**src/rtl/led_scan.sv**
```systemverilog
// Eight-digit common-anode seven-segment scanner: internal scan tick, shadow/display
// double buffering committed at frame boundaries, optional leading-zero blanking.

module led_digit #(
   parameter int K = 0
) (
   input  logic [3:0] nib,
   input  logic       upper_zero,
   input  logic       blank_en,
   output logic [6:0] seg
);

   logic [6:0] hex;

   always_comb begin
      hex = 7'h7F;
      unique case (nib)
         4'h0: hex = 7'h40;
         4'h1: hex = 7'h79;
         4'h2: hex = 7'h24;
         4'h3: hex = 7'h30;
         4'h4: hex = 7'h19;
         4'h5: hex = 7'h12;
         4'h6: hex = 7'h02;
         4'h7: hex = 7'h78;
         4'h8: hex = 7'h00;
         4'h9: hex = 7'h10;
         4'hA: hex = 7'h08;
         4'hB: hex = 7'h03;
         4'hC: hex = 7'h46;
         4'hD: hex = 7'h21;
         4'hE: hex = 7'h06;
         4'hF: hex = 7'h0E;
      endcase
   end

   // Digit 0 always shows something, even when the whole value is zero.
   assign seg = (blank_en && upper_zero && (K != 0)) ? 7'h7F : hex;

endmodule

module led_scan #(
   parameter int SCAN_DIV = 50000,
   parameter int DIGITS   = 8
) (
   input  logic        clk_board,
   input  logic        rst_n,
   input  logic [31:0] data_in,
   input  logic [7:0]  dp_in,
   input  logic        data_load,
   input  logic        blank_lz,
   output logic [7:0]  an,
   output logic [6:0]  seg,
   output logic        dp
);

   localparam int CW = (SCAN_DIV > 2) ? $clog2(SCAN_DIV) : 1;
   localparam logic [CW-1:0] CNT_MAX = CW'(SCAN_DIV - 1);
   localparam logic [2:0]    IDX_MAX = 3'(DIGITS - 1);
   localparam logic [31:0]   VALID_MASK = (DIGITS >= 8) ? 32'hFFFF_FFFF
                                        : 32'((64'd1 << (4 * DIGITS)) - 64'd1);

   typedef struct packed {
      logic [31:0] data;
      logic [7:0]  dp;
   } frame_t;

   logic [CW-1:0]   cnt;
   logic [2:0]      idx;
   frame_t          shadow, disp;
   logic            pending;
   logic            slot_end, frame_end;
   logic [31:0]     disp_vis;
   logic [7:0][6:0] seg_lane;
   logic [7:0]      an_next;

   assign slot_end  = (cnt == CNT_MAX);
   assign frame_end = slot_end && (idx == IDX_MAX);

   always_ff @(posedge clk_board or negedge rst_n) begin
      if (!rst_n) begin
         cnt <= '0;
         idx <= '0;
      end else if (slot_end) begin
         cnt <= '0;
         idx <= (idx == IDX_MAX) ? 3'd0 : idx + 3'd1;
      end else begin
         cnt <= cnt + CW'(1);
      end
   end

   // A load coinciding with a commit lands in shadow after the old shadow
   // has been copied, so it stays pending for the following frame.
   always_ff @(posedge clk_board or negedge rst_n) begin
      if (!rst_n) begin
         shadow  <= '0;
         disp    <= '0;
         pending <= 1'b0;
      end else begin
         if (frame_end && pending)
            disp <= shadow;
         if (data_load) begin
            shadow  <= '{data: data_in, dp: dp_in};
            pending <= 1'b1;
         end else if (frame_end) begin
            pending <= 1'b0;
         end
      end
   end

   // Nibbles of digits that are never scanned must not defeat blanking.
   assign disp_vis = disp.data & VALID_MASK;

   for (genvar k = 0; k < 8; k++) begin : g_lane
      if (k < DIGITS) begin : g_on
         led_digit #(.K(k)) u_digit (
            .nib        (disp.data[4*k +: 4]),
            .upper_zero ((disp_vis >> (4 * k)) == 32'd0),
            .blank_en   (blank_lz),
            .seg        (seg_lane[k])
         );
      end else begin : g_off
         assign seg_lane[k] = 7'h7F;
      end
   end

   assign an_next = ~(8'd1 << idx);

   always_ff @(posedge clk_board or negedge rst_n) begin
      if (!rst_n) begin
         an  <= 8'hFF;
         seg <= 7'h7F;
         dp  <= 1'b1;
      end else begin
         an  <= an_next;
         seg <= seg_lane[idx];
         dp  <= ~disp.dp[idx];
      end
   end

endmodule

```
**config.mk**
```make
export PLATFORM = sky130hd
export DESIGN_NAME = led_scan
export DESIGN_NICKNAME = d
export VERILOG_FILES = /design/src/rtl/led_scan.sv
export SDC_FILE = /design/constraint.sdc
export NUM_CORES = 1
export LEC_CHECK = 0
export BUFFER_PORTS_ARGS = -buffer_cell sky130_fd_sc_hd__buf_2
export CAP_MARGIN = 20
export CORE_ASPECT_RATIO = 1.4
export CORE_MARGIN = 2
export CORE_UTILIZATION = 55
export DETAILED_ROUTE_END_ITERATION = 8
export PLACE_DENSITY = 0.77
export SKIP_LAST_GASP = 1
export SLEW_MARGIN = 25
export SYNTH_ARGS = -nofsm -noshare
export SYNTH_HDL_FRONTEND = slang
export SYNTH_SLANG_ARGS = --single-unit
```
**constraint.sdc**
```tcl
create_clock -name clk_board -period 2 [get_ports clk_board]
set_input_delay 0.1 -clock clk_board [delete_from_list [all_inputs] [get_ports clk_board]]
set_output_delay 0.1 -clock clk_board [all_outputs]
set_load 0.1 [all_outputs]
```
==> metrics <==
Req. time, crit path 2.33 ns; vias 5549; Core Area 12310 µm²; pwr/cell area 662.0 nW/µm²; post-layout util 72.64%; Setup violations, final 2; Boundary Pins 60; initial antenna violation count 0; leading post-synthesis cells by cell area dfrtp_1, mux2_2, ha_1; cell taking the most area after synthesis dfrtp_1; clock root buffer clkbuf_16; vias in the first global route 5670; Final Hold Violating Endpoints 0; largest net degree at the start of global routing 43; # DRC 0; row count 48; Die X 99.02 µm; die area 13570 µm²; worst setup path category reg -> reg; Layout area overhead 28.65%; TritonCTS buffer count 17; H-tree levels 4; Nets 875; Chip Height 137.0 µm; via density per instance 5.872; register bit total from synthesis 116; Rel. slew slack 61.61%; clock latency at the later pin of the worst-skew pair 0.41 ns; max-slew violations 0; Tot GR Track Use 26.23%; HP Class in -> async; drt initial violations 339; n_diodes 0; most instantiated cells after synthesis dfrtp_1, mux2_2, ha_1; RSZ-0062 raised after global routing yes; Max Cap Viol 0; grt total ovfl 0; TritonCTS clock tree done; synth warn 0; first-pass GRT wire length 28.10 mm; failing checks negative setup slack; synthesized area 6952 µm²; Crit path arrival time 2.35 ns; final worst path period share 101.1%; Static Leak 4.065 nW; Worst Setup End Kind flop; TNS Setup -0.03829 ns; Yosys cell types 63; Post-synth top flop dfrtp_1; Seq/Total Area, Yosys 42.04%; Setup WS post-layout -0.02247 ns; effective utilization at floorplan 56.46%; Cells after Synth 636; Post-synth EDFFs 0; drt total wl 16.82 mm; fmax 0.4944 GHz; IO buf count 59; crit path time final 2.022 ns; async set-reset flop share out of synthesis 100.0%; Wirelength per Cell 17.80 µm; Worst Max-Slew Pin Slew 0.5706 ns; Worst-path clk slew 0.06 ns; Mapped Avg Cell Area 10.93 µm²; # clock sinks 116; status finished with violations; most instantiated library cell after synthesis dfrtp_1; dpl hpwl 11.52 mm; layout cell share with drive strength beyond 1 34.97%; Fin Clk Skew 0.007942 ns; maximum vdd drop 0.5442 mV; Placer Congestion 0.8859; First-pass DRT Iterations 5; top-area cell type share of the netlist area 36.00%; Final ANT Viol Nets 0; Startpoint Class flop; Max FO, Critical Path 4; Syn Nets 728; CTS max path bufs 2
[per-layer routing]
metal	part of all wire (%)	track usage (%)	up-vias
met3	3.9	4.494	34
li1	-	-	2596
met2	54	47.26	165
met5	0	0	-
met1	40	30.61	2754
met4	2.5	11.19	0
[cell families (layout without fill, tap and decap cells)]
| logic type | after synthesis | count (layout) | synth area share (%) |
|---|---|---|---|
| multiplexers | 115 | 115 | 19.46 |
| AO/OA/AOI/OAI | 136 | 136 | 13.54 |
| adder cells (fa/ha/maj) | 48 | 48 | 8.639 |
| XOR/XNOR | 14 | 14 | 1.764 |
| flip-flops | 116 | 116 | 42.04 |
| buffers and inverters | 81 | 240 | 4.968 |
| AND/OR/NAND/NOR | 126 | 126 | 9.593 |
[power by group]
group / internal (W) / switching (W)
clock: 0.00202 / 0.00111
combinational: 0.000184 / 0.000129
sequential: 0.00243 / 0.0000450
[worst paths after layout]
path                       slack (ns)      endpoint        start  cells after the start
setup / recovery                -0.02        seg[3]  disp_vis[9]                      7
hold / removal                   0.24     shadow[4]        rst_n                      2
setup reg to reg                -0.02        seg[3]  disp_vis[9]                      7
min in group clk_board           0.26     shadow[0]    data_load                      2
hold reg to reg                  0.48  disp_vis[26]   shadow[34]                      1
max in group asynchronous        1.06        seg[1]        rst_n                      3
[sequential cells by signal, summed over array words and instances (netlist names)]
signal    cells
dp            1
disp          8
disp_vis     32
an            8
seg           7
cnt          16
pending       1
idx           3
shadow       40
[placed cells by master (no fill, tap or decap), types with 30 or more instances in the layout]
cell / synthesis / routed
ha_1: 48 / 39
mux2_2: 55 / 55
nor2_1: 35 / 35
dfrtp_1: 100 / 99
dlygate4sd3_1: 0 / 41
buf_4: 1 / 70
nand2_1: 30 / 30
mux2_1: 36 / 36
buf_2: 12 / 58
o21ai_0: 31 / 30
[final cells by class]
cell class              count  area, µm²
clock buffers              20      456.7
clock inverters            11      151.4
fillers                   840       3368
inverters                  37      138.9
multi-input cells         439       3799
flip-flops and latches    116       2924
well taps                 150      187.7
repair buffers            172       1286
[per-stage QoR]
step	area, µm²	power [W]	std cells	hold slack, ns	worst slack (ns)
3_5_place_dp	7744	0.002766	863	0.1420	-0.05437
6_report	8944	0.005921	945	0.2378	-0.02247
2_1_floorplan	6963	0.002624	636	-0.1956	0.009534
4_1_cts	8836	0.005957	939	0.2522	0.001307
5_1_grt	8944	0.006124	945	0.2810	-0.09894
3_3_place_gp	7744	0.002747	863	0.1270	0.001922
[critical path, cell delays in order (launching register included)]
cell and delay [ns]:
dfrtp_1 0.41, inv_2 0.09, ha_4 0.28, inv_2 0.03
mux4_2 0.44, a211o_1 0.30, o211a_1 0.13, o32a_1 0.28
[what timing repair did]
item | CTS | global route
buffers inserted | 4 | 6
hold endpoints to repair | 72 | 0
endpoints found under the setup margin | 5 | 9
hold buffers | 41 | 0
gates resized for setup | 15 | 16
pin swaps | 4 | 18
(Power assumes the default switching activity.)
